## src/rtl/microsequencer.sv

```systemverilog
// Next-state address generator for the microprogrammed control unit: selects the
// microstore address each cycle and bounds memory-complete wait loops with a timeout.
module microsequencer #(
    parameter int                 STATE_W   = 10,
    parameter int                 TIMEOUT   = 15,
    parameter logic [STATE_W-1:0] ERR_STATE = 10'd30
) (
    input  logic               clk,
    input  logic               reset_n,
    input  logic [2:0]         N,
    input  logic               inv,
    input  logic [1:0]         select,
    input  logic [5:0]         cr,
    input  logic [STATE_W-1:0] enc_state,
    input  logic               moc,
    input  logic               cond,
    output logic [STATE_W-1:0] next_state,
    output logic               timeout_err
);

    localparam logic [7:0] TIMEOUT_CNT = 8'(TIMEOUT);

    localparam logic [2:0] N_FETCH  = 3'b000;
    localparam logic [2:0] N_ENC    = 3'b001;
    localparam logic [2:0] N_LIT    = 3'b010;
    localparam logic [2:0] N_INCR   = 3'b011;
    localparam logic [2:0] N_BR_LIT = 3'b100;
    localparam logic [2:0] N_BR_ENC = 3'b101;
    localparam logic [2:0] N_WAIT   = 3'b110;
    localparam logic [2:0] N_HALT   = 3'b111;

    logic [STATE_W-1:0] state_reg;
    logic [STATE_W-1:0] incr_reg;
    logic [7:0]         wait_cnt;

    logic               sel_src;
    logic               c;
    logic               hold;
    logic               timeout_hit;
    logic [STATE_W-1:0] cr_ext;
    logic [STATE_W-1:0] addr_sel;

    assign cr_ext = {{(STATE_W-6){1'b0}}, cr};

    always_comb begin
        sel_src = 1'b0;
        case (select)
            2'b00:   sel_src = moc;
            2'b01:   sel_src = cond;
            2'b10:   sel_src = 1'b1;
            default: sel_src = 1'b0;
        endcase
    end

    assign c = sel_src ^ inv;

    // A false condition in the wait loop is a hold; the hold that finds the
    // counter at the limit becomes the error redirect instead.
    assign timeout_hit = (N == N_WAIT) && !c && (wait_cnt == TIMEOUT_CNT);
    assign hold        = (N == N_WAIT) && !c && !timeout_hit;

    always_comb begin
        addr_sel = '0;
        case (N)
            N_FETCH:  addr_sel = '0;
            N_ENC:    addr_sel = enc_state;
            N_LIT:    addr_sel = cr_ext;
            N_INCR:   addr_sel = incr_reg;
            N_BR_LIT: addr_sel = c ? cr_ext : incr_reg;
            N_BR_ENC: addr_sel = c ? enc_state : incr_reg;
            N_WAIT:   addr_sel = c ? incr_reg : (timeout_hit ? ERR_STATE : state_reg);
            N_HALT:   addr_sel = state_reg;
            default:  addr_sel = '0;
        endcase
    end

    assign next_state = reset_n ? addr_sel : '0;

    always_ff @(posedge clk or negedge reset_n) begin
        if (!reset_n) begin
            state_reg   <= '0;
            incr_reg    <= STATE_W'(1);
            wait_cnt    <= '0;
            timeout_err <= 1'b0;
        end else begin
            state_reg   <= next_state;
            incr_reg    <= next_state + STATE_W'(1);
            wait_cnt    <= hold ? wait_cnt + 8'd1 : 8'd0;
            timeout_err <= timeout_hit;
        end
    end

endmodule

```

## config.mk

```make
export PLATFORM = sky130hd
export DESIGN_NAME = microsequencer
export DESIGN_NICKNAME = d
export VERILOG_FILES = /design/src/rtl/microsequencer.sv
export SDC_FILE = /design/constraint.sdc
export NUM_CORES = 1
export LEC_CHECK = 0
export BUFFER_PORTS_ARGS = -buffer_cell sky130_fd_sc_hd__clkbuf_2
export CORE_UTILIZATION = 45
export DETAILED_ROUTE_END_ITERATION = 6
export PLACE_DENSITY_LB_ADDON = 0.12
export SLEW_MARGIN = 20
export SYNTH_ARGS = -nofsm -noshare
export SYNTH_HDL_FRONTEND = slang
export SYNTH_SLANG_ARGS = --single-unit
```

## constraint.sdc

```tcl
create_clock -name clk -period 6 [get_ports clk]
set_input_delay 1.5 -clock clk [delete_from_list [all_inputs] [get_ports clk]]
set_output_delay 1.5 -clock clk [all_outputs]
set_load 0.05 [all_outputs]
```

Word level (Yosys, flattened, before mapping)
Index checks and enable logic that the tools add are counted.
Cells by class
  add/subtract/negate cells: 2
  equality and inequality tests: 10
  mux-type cells: 8
  bitwise operators: 1
  reductions and logical operators: 7
Operator list (number)
  one-hot mux 10 bit (8 select lines): 1
  2-to-1 mux 10 bit: 5
  == test 3 bit, second input constant: 4
  adder 10 x 1 -> 10 bit, second input constant: 1
  adder 8 x 1 -> 8 bit, second input constant: 1
  == test 8 x 4 -> 1 bit, second input constant: 1
  2-to-1 mux 8 bit: 1
  == test 3 x 2 -> 1 bit, second input constant: 2
  == test 3 x 1 -> 1 bit, second input constant: 1
  logical AND 1 bit: 3
  zero test 3 bit: 1
  one-hot mux 1 bit (3 select lines): 1
  == test 2 x 1 -> 1 bit, second input constant: 1
  == test 2 bit, second input constant: 1
  zero test 1 bit: 2
  zero test 2 bit: 1
  XOR 1 bit: 1
Storage, ports and cells
  bits in registers: 29
  bits of input ports: 26
  word-level logic and storage cells: 32

Depth between registers and ports, before layout
Gate-level depths: netlist (run 1).
  depth in word-level cells: 11
  mapped depth: 13
  gate-level depth less buffers: 12

Least setup slack after synthesis (run 1)
Ideal clock, no wire load.
  kind: input port to output port
  start point: input N[1]
  end point: output next_state[9]
  arrival: 3.534 ns
  required time: 4.500 ns
  setup slack: 0.966 ns
  stages on the path: 7
  path through: buf_2 > and3b_1 > clkbuf_1 > o21ai_1 > nor2_1 > o21ai_0 > a31oi_1
Between the ends
  cells in the longest elaborated chain, start to end: 7
  elaborated cells on any way between the ends: 14
Ends and longest elaborated chain
  start, declared: RTL line 10  | input logic [2:0] N,
  == test 3 bit: RTL line 59, 64
  logical AND 1 bit (2 in series): RTL line 59  | assign timeout_hit = (N == N_WAIT) && !c && (wait_cnt == TIMEOUT_CNT);
  2-to-1 mux 10 bit (2 in series): RTL line 71  | N_WAIT: addr_sel = c ? incr_reg : (timeout_hit ? ERR_STATE : state_reg);
  one-hot mux 10 bit (8 select lines) *: RTL line 64  | case (N)
  2-to-1 mux 10 bit *: RTL line 77  | assign next_state = reset_n ? addr_sel : '0;
  end, declared: RTL line 17  | output logic [STATE_W-1:0] next_state,
Mark *: on every way between the ends. The rest lies on a longest branch, timed or not.

Final worst setup path (run 1)
  start point: input select[1]
  end point: output next_state[5]
Between the ends
  cells in the longest elaborated chain, start to end: 10
  elaborated cells on any way between the ends: 14
Ends and longest elaborated chain
  start, declared: RTL line 12  | input logic [1:0] select,
  == test 2 bit (tied with other cells): RTL line 47  | case (select)
  one-hot mux 1 bit (3 select lines) *: RTL line 47
  XOR 1 bit *: RTL line 55  | assign c = sel_src ^ inv;
  zero test 1 bit: RTL line 59
  logical AND 1 bit (2 in series): RTL line 59
  2-to-1 mux 10 bit (2 in series): RTL line 71
  one-hot mux 10 bit (8 select lines) *: RTL line 64
  2-to-1 mux 10 bit *: RTL line 77
Marks and branches as above.

==> run summary, run 1 <==
The source-to-sink clock delay at the later pin of the worst-skew pair came out at 0.28 ns. The worst clock skew came out at 0.00450 ns. The critical path in this run is classified as in2out. Leaving out fill and tap cells, the most frequent cells in the layout are sky130_fd_sc_hd__clkbuf_2 (36), sky130_fd_sc_hd__dfrtp_1 (28), sky130_fd_sc_hd__nor2_1 (27), sky130_fd_sc_hd__nand2_1 (19). The run finished with clean final reports. The pin count of the biggest net entering global routing came out at 31.

The height of the die came out at 69.2 um. The count of final max-slew check failures is 0. The final antenna-violating net count is 0. The required time of the worst setup path came out at 4.50 ns.

The static leakage is 1.09 nW. The number of warnings issued by yosys came out at 0. The worst pin sits at a relative slew slack of 52.2%. Summing the sequential cell areas from Yosys gives 35.8% of the chip area. The number of vias per cell came out at 5.81.

The number of instances in the synthesized netlist came out at 223. The DRC marker count from the first detailed-route iteration came out at 118. Leaving out fill and tap cells, the most frequent cell in the layout is sky130_fd_sc_hd__clkbuf_2. Detailed routing inserted a total of 1,791 vias. The horizontal die dimension came out at 69.2 um.

The die covers 4780 um^2. The row count is 24. During I/O placement, the number of pins put on the boundary was 37. Setup repair after global routing left no endpoint under its margin.

For this block, the routed nets add up to 5000 um of wire. The total power density per cell area came out at 207 nW/um^2. On the critical path, the stage with the largest delay is an instance of sky130_fd_sc_hd__nor4_4.

The initial standard-cell utilization of the core is 46.6%. The min-delay analysis places its worst path in the category reg2reg. The global-route usage over all layers came out at 22.6%.

Setup violations remaining at the end of the flow were counted as 0. The most numerous cell type found on the critical path is sky130_fd_sc_hd__clkbuf_2. In the final layout, flip-flops and latches occupy 727 um^2. The post-route fraction of the period consumed by the critical path is 87.5%. Among all flip-flop cells after synthesis, the most frequent one is sky130_fd_sc_hd__dfrtp_1. The maximum operating frequency came out at 0.191 GHz. The multi-input combinational cells in the finished layout cover a total of 1200 um^2.

The first-pass iteration count of the detailed router came out at 4. The async set-reset flop share out of synthesis is 100%. The clock slew seen by the registers of the worst setup and hold paths came out at 0.06 ns.

The signal arrival time at the worst endpoint came out at 3.75 ns. The net count after synthesis came out at 251. The routed design could run at a clock period as short as 5.25 ns. The synthesis-to-layout area growth came out at 13.1%. The count of final hold-check violations is 0. The total area inside the core boundary comes to 4350 um^2. The DRC violation count after routing came out at 0. The number of antenna violations at the first check in global routing came to 0.

Cells with a size suffix above 1 make up 25.0% of the layout. The post-synthesis instance area is 2030 um^2. Setup slack on the worst reg-to-reg path comes out at 3.17 ns.

The largest incremental delay on the critical path came out at 0.47 ns. The sum of negative setup slack is 0 ns. Of all nets on the critical path, the largest fanout is 9.

The buffer count from post-CTS setup fixing is 0. The mean post-synth cell area is 9.10 um^2. After clock tree synthesis, the repair step resized 0 gates. The final net count came out at 283.

The number of distinct library cells after synthesis is 60. In this run the clock root is driven by a sky130_fd_sc_hd__clkbuf_8. The via count of the first global-routing pass was 1,744.

The remaining global-route overflow is 0. The quantity of I/O buffers inserted on ports came out at 36. Overall power consumption after layout is estimated at 0.475 mW. The layout filler cell count is 415. Dividing the detail-routed wire length by the instance count gives 16.2 um. Max-cap violations in this run came to 0. Hold repair after CTS inserted 0 buffers. The total of flip-flops plus latches after synthesis came out at 29. The number of antenna cells inserted is 0. The worst setup path is launched from an input port. The slew at the pin closest to its max-slew limit came out at 0.716 ns.

STA classifies the critical path endpoint as an output port. The routability congestion estimate came out at 0.849. The peak supply drop is 0.0873 mV.

The HPWL reported at the end of detailed placement is 3730 um. The critical path goes through clkbuf_2 > and3b_1 > o21a_1 > o21ai_1 > and3_1 > nor4_4 > nor2_1 > clkbuf_2. The H-tree was split into 2 levels. The wire length of the first global-routing pass came out at 8450 um.

The deepest clock path buffer count came out at 2. Clock tree synthesis found a total of 29 sinks. TritonCTS built the clock tree. The CTS buffer count came out at 5.

Yosys mapped a number of flops with a built-in enable equal to 0.
-- final timing paths --
kind / startpoint / to / cells after the start
worst max-delay path: select[1] / next_state[5] / 8
worst min-delay path: wait_cnt[0]$_DFF_PN0_ / wait_cnt[0]$_DFF_PN0_ / 1
worst max register to register: wait_cnt[0]$_DFF_PN0_ / incr_reg[8]$_DFF_PN0_ / 12
worst min register to register: wait_cnt[0]$_DFF_PN0_ / wait_cnt[0]$_DFF_PN0_ / 1
max in group asynchronous: reset_n / incr_reg[0]$_DFF_PN1_ / 2
min in group asynchronous: reset_n / timeout_err$_DFF_PN0_ / 2
-- metrics by stage --
stage | cells | hold slack [ns] | worst slack (ns) | area, um^2 | util (%)
floorplan | 223 | 0.433 | 0.966 | 2030 | -
global placement | 300 | 0.467 | 0.820 | 2210 | 50.8
detailed placement | 300 | 0.463 | 0.763 | 2210 | 50.8
CTS | 308 | 0.471 | 0.750 | 2300 | 52.7
global route | 308 | 0.483 | 0.586 | 2300 | 52.7
finish | 308 | 0.466 | 0.751 | 2300 | 52.7
-- Yosys cell counts, drive strengths merged, types with 2 or more instances --
| cell type | number | area share (%) |
|---|---|---|
| a21oi | 5 | 1.2 |
| xnor2 | 5 | 2.2 |
| dfrtp | 28 | 35 |
| nand2b | 3 | 0.92 |
| clkbuf | 5 | 0.92 |
| nor4 | 5 | 2.6 |
| a31o | 2 | 0.86 |
| a31oi | 2 | 0.62 |
| a32o | 2 | 0.99 |
| a22oi | 2 | 0.74 |
| and2 | 4 | 1.2 |
| nor4b | 2 | 2.3 |
| ha | 2 | 1.2 |
| and3b | 3 | 1.3 |
| a41oi | 3 | 1.3 |
| and3 | 5 | 1.5 |
| inv | 6 | 1.1 |
| o211ai | 2 | 0.99 |
| nand2 | 20 | 3.8 |
| nand3 | 11 | 2.7 |
| nor2 | 28 | 5.3 |
| xor2 | 8 | 3.5 |
| o32ai | 2 | 0.86 |
| nor2b | 4 | 1.2 |
| buf | 8 | 2.8 |
| nand4 | 2 | 0.62 |
| mux2i | 12 | 5.9 |
| o21ai | 16 | 4.1 |
| nor3 | 5 | 2.0 |
| or3 | 3 | 0.92 |
-- worst max-delay path: cells and delay by family --
family                 cells  cell delay (ns)
AO/OA/AOI/OAI              2             0.66
buffers and inverters      2             0.36
AND/OR/NAND/NOR            4             1.23
-- power by group --
| part | internal [mW] | leakage (nW) | total [mW] | switching (mW) |
|---|---|---|---|---|
| sequential | 0.205 | 0.394 | 0.212 | 0.00693 |
| clock | 0.0801 | 0.0450 | 0.154 | 0.0739 |
| combinational | 0.0375 | 0.651 | 0.109 | 0.0716 |
| total | 0.323 | 1.09 | 0.475 | 0.152 |
-- per-layer routing --
metal	GRT usage [%]	wire length (um)
met5	0	0
met4	7.03	59
met3	4.82	345
met2	35.8	2320
met1	30.9	2270
-- cell type report --
| class | instances | share of cell area (%) |
|---|---|---|
| multi-input combinational | 175 | 52.4 |
| sequential | 29 | 31.7 |
| timing repair buffer | 38 | 8.50 |
| clock buffer | 6 | 3.16 |
| tap | 52 | 2.83 |
| inverter | 6 | 0.981 |
| clock inverter | 2 | 0.436 |
-- logic make-up after synthesis --
group                    share of synthesized area, %
buffers and inverters                            4.87
AND/OR/NAND/NOR                                  28.7
multiplexers                                     6.47
adder cells (fa/ha/maj)                          1.23
flip-flops                                       35.8
XOR/XNOR                                         5.61
AO/OA/AOI/OAI                                    17.3
No activity file was read; power rests on OpenSTA's default activity.
==> inputs of run 2 (changes only) <==
Settings changed: RECOVER_POWER from default to 100.
==> run summary, run 2 (same netlist as run 1, synthesis figures left out) <==
The run finished with clean final reports. The routability congestion estimate came out at 0.849 (unchanged). The source-to-sink clock delay at the later pin of the worst-skew pair is 0.28 ns (about the same). The worst hold-check slack is 0.466 ns (-0.0000840 ns).

The worst clock skew came out at 0.00274 ns (-0.00176 ns). The clock tree from TritonCTS is built. The post-cts gate resize count came to 0 (unchanged). The standard cell core area came out at 4350 um^2 (unchanged). The number of failing setup endpoints in the final timing report is 0 (unchanged). The number of vias per cell is 5.81 (unchanged). The count of maximum capacitance violations came out at 0 (unchanged). The CTS buffer count came out at 5 (unchanged). The static leakage is 1.03 nW (-5.8%). The worst slew slack as a fraction of its limit is 35.5% (-17 points).

The layout filler cell count was 425 (+2.4%). The final core utilization is 51.1% (-1.6 points). The global-route usage over all layers came out at 22.6% (unchanged). The wire length of the first global-routing pass came to 8450 um (unchanged).

The number of cells in the design after placement is 300 (unchanged). The setup path with the least slack is of type in2out. The count of hold-fix buffers inserted at cts is 0 (unchanged). The count of clock tree sinks is 29 (unchanged). The setup slack of the most critical reg-to-reg path came out at 2.62 ns (-0.55 ns). The maximum operating frequency came out at 0.186 GHz (-2.3%). The routed length per instance was 16.3 um (+0.62%). The peak fanout along the critical path came out at 9 (unchanged). The number of antenna cells inserted came out at 0 (unchanged). The slew at the pin closest to its max-slew limit came to 0.955 ns (+0.239 ns). STA classifies the critical path startpoint as an input port. The final antenna-violating net count came out at 0 (unchanged). The required time of the worst setup path came to 4.50 ns (about the same). The signal arrival time at the worst endpoint is 3.87 ns (+0.12 ns). The startpoint identified for the worst register-to-register timing path is wait_cnt[0]$_DFF_PN0_. The quantity of I/O buffers inserted on ports is 36 (unchanged).

The final net count came to 283 (unchanged). The path class of the tightest hold or removal check is reg2reg. The die outline area came out at 4780 um^2 (unchanged).

The clock slew seen by the registers of the worst setup and hold paths is 0.06 ns (about the same). The routed wire length came out at 5030 um (+0.62%). Setup repair after global routing left no endpoint under its margin. The synthesis-to-layout area growth came out at 9.74%. The height of the die came to 69.2 um (unchanged). The DRC violation count after routing was 0 (unchanged). The count of boundary I/O pins came to 37 (unchanged). The number of cells traversed by the worst register-to-register path is 9 (-3). The post-route fraction of the period consumed by the critical path came out at 89.6% (+2.1 points). The pin count of the biggest net entering global routing came to 31 (unchanged). The minimum clock period came out at 5.37 ns (+0.125 ns).

In this run the most critical hold path is launched from wait_cnt[0]$_DFF_PN0_. The row count is 24 (unchanged). The HPWL reported at the end of detailed placement came to 3730 um (unchanged).

The total number of vias came out at 1,791 (unchanged). The final cell count without fillers came out at 308 (unchanged). The total power density per cell area came to 212 nW/um^2 (+2.2%). The level count of the clock H-tree came out at 2 (unchanged).

The count of final hold-check violations came out at 0 (unchanged). The overall power consumption is 0.471 mW (-0.89%). The initial standard-cell utilization of the core is 46.6% (unchanged). The tree is rooted in a sky130_fd_sc_hd__clkbuf_8.

The peak supply drop was 0.0924 mV (+5.8%). The endpoint identified for the worst register-to-register timing path is incr_reg[9]$_DFF_PN0_. The count of final max-slew check failures is 0 (unchanged).

The first-pass iteration count of the detailed router is 4 (unchanged). The buffer count from post-CTS setup fixing is 0 (unchanged). The remaining global-route overflow is 0 (unchanged). The deepest clock path buffer count came out at 2 (unchanged). The critical path endpoint category is an output port. The number of cells on the worst hold path is 1 (unchanged). The DRC marker count from the first detailed-route iteration is 128 (+8.5%). The via count of the first global-routing pass came out at 1,744 (unchanged). The share of post-route cells with drive strength above 1 came out at 17.6% (-7.4 points). The sum of negative setup slack is 0 ns (unchanged). The horizontal die dimension came out at 69.2 um (unchanged). For hold timing, the worst endpoint is wait_cnt[0]$_DFF_PN0_. The number of antenna violations at the first check in global routing came out at 0 (unchanged). Leaving out fill and tap cells, the most frequent cells in the layout are sky130_fd_sc_hd__nor2_1 (28), sky130_fd_sc_hd__dfrtp_1 (28), sky130_fd_sc_hd__clkbuf_2 (25), sky130_fd_sc_hd__nand2_1 (19), sky130_fd_sc_hd__o21ai_0 (15).
## run 2: power breakdown
group / total (mW) / internal, mW / switching, mW
Combinational: 0.105 / 0.0357 / 0.0689
Clock: 0.154 / 0.0801 / 0.0743
Sequential: 0.212 / 0.205 / 0.00682
## run 2: how the worst max path moves through the flow
stage	from	to	slack, ns	depth (start not counted)
after floorplan	N[1]	next_state[9]	0.97	7
final	select[1]	next_state[0]	0.63	9
after global placement	select[1]	next_state[5]	0.82	8
after CTS	select[1]	next_state[5]	0.75	8
after detailed placement	select[1]	next_state[5]	0.76	8
after global routing	N[2]	next_state[9]	0.42	7
## run 2: through the flow
step,setup WS (ns),area (um^2)
floorplan,0.966,2030
global placement,0.820,2210
detailed placement,0.763,2210
CTS,0.750,2300
global route,0.423,2230
finish,0.626,2230
## run 2: area by class of cell
cell class | instances | area, um^2 | share of cell area [%]
Tap cell | 52 | 65.1 | 2.92
Clock buffer | 6 | 72.6 | 3.26
Timing Repair Buffer | 38 | 181 | 8.15
Sequential cell | 29 | 727 | 32.6
Inverter | 6 | 22.5 | 1.01
Multi-Input combinational cell | 175 | 1150 | 51.6
Clock inverter | 2 | 10.0 | 0.449
## run 2: metal layers
metal  wire [um]  part of all wire (%)  vias to the layer above  track usage (%)
met3         364                   7.2                        5             4.82
met1        2260                    45                      852             30.9
li1            -                     -                      869                -
met2        2350                    47                       65             35.8
met5           0                     0                        -                0
met4          59                   1.2                        0             7.03
## run 2: critical path, stage by stage
cell	delay [ns]
sky130_fd_sc_hd__clkbuf_1	0.09
sky130_fd_sc_hd__and3b_1	0.25
sky130_fd_sc_hd__o21a_1	0.32
sky130_fd_sc_hd__nor2_1	0.55
sky130_fd_sc_hd__a31o_1	0.26
sky130_fd_sc_hd__nor3_1	0.05
sky130_fd_sc_hd__or2_2	0.28
sky130_fd_sc_hd__inv_1	0.09
sky130_fd_sc_hd__clkbuf_1	0.47
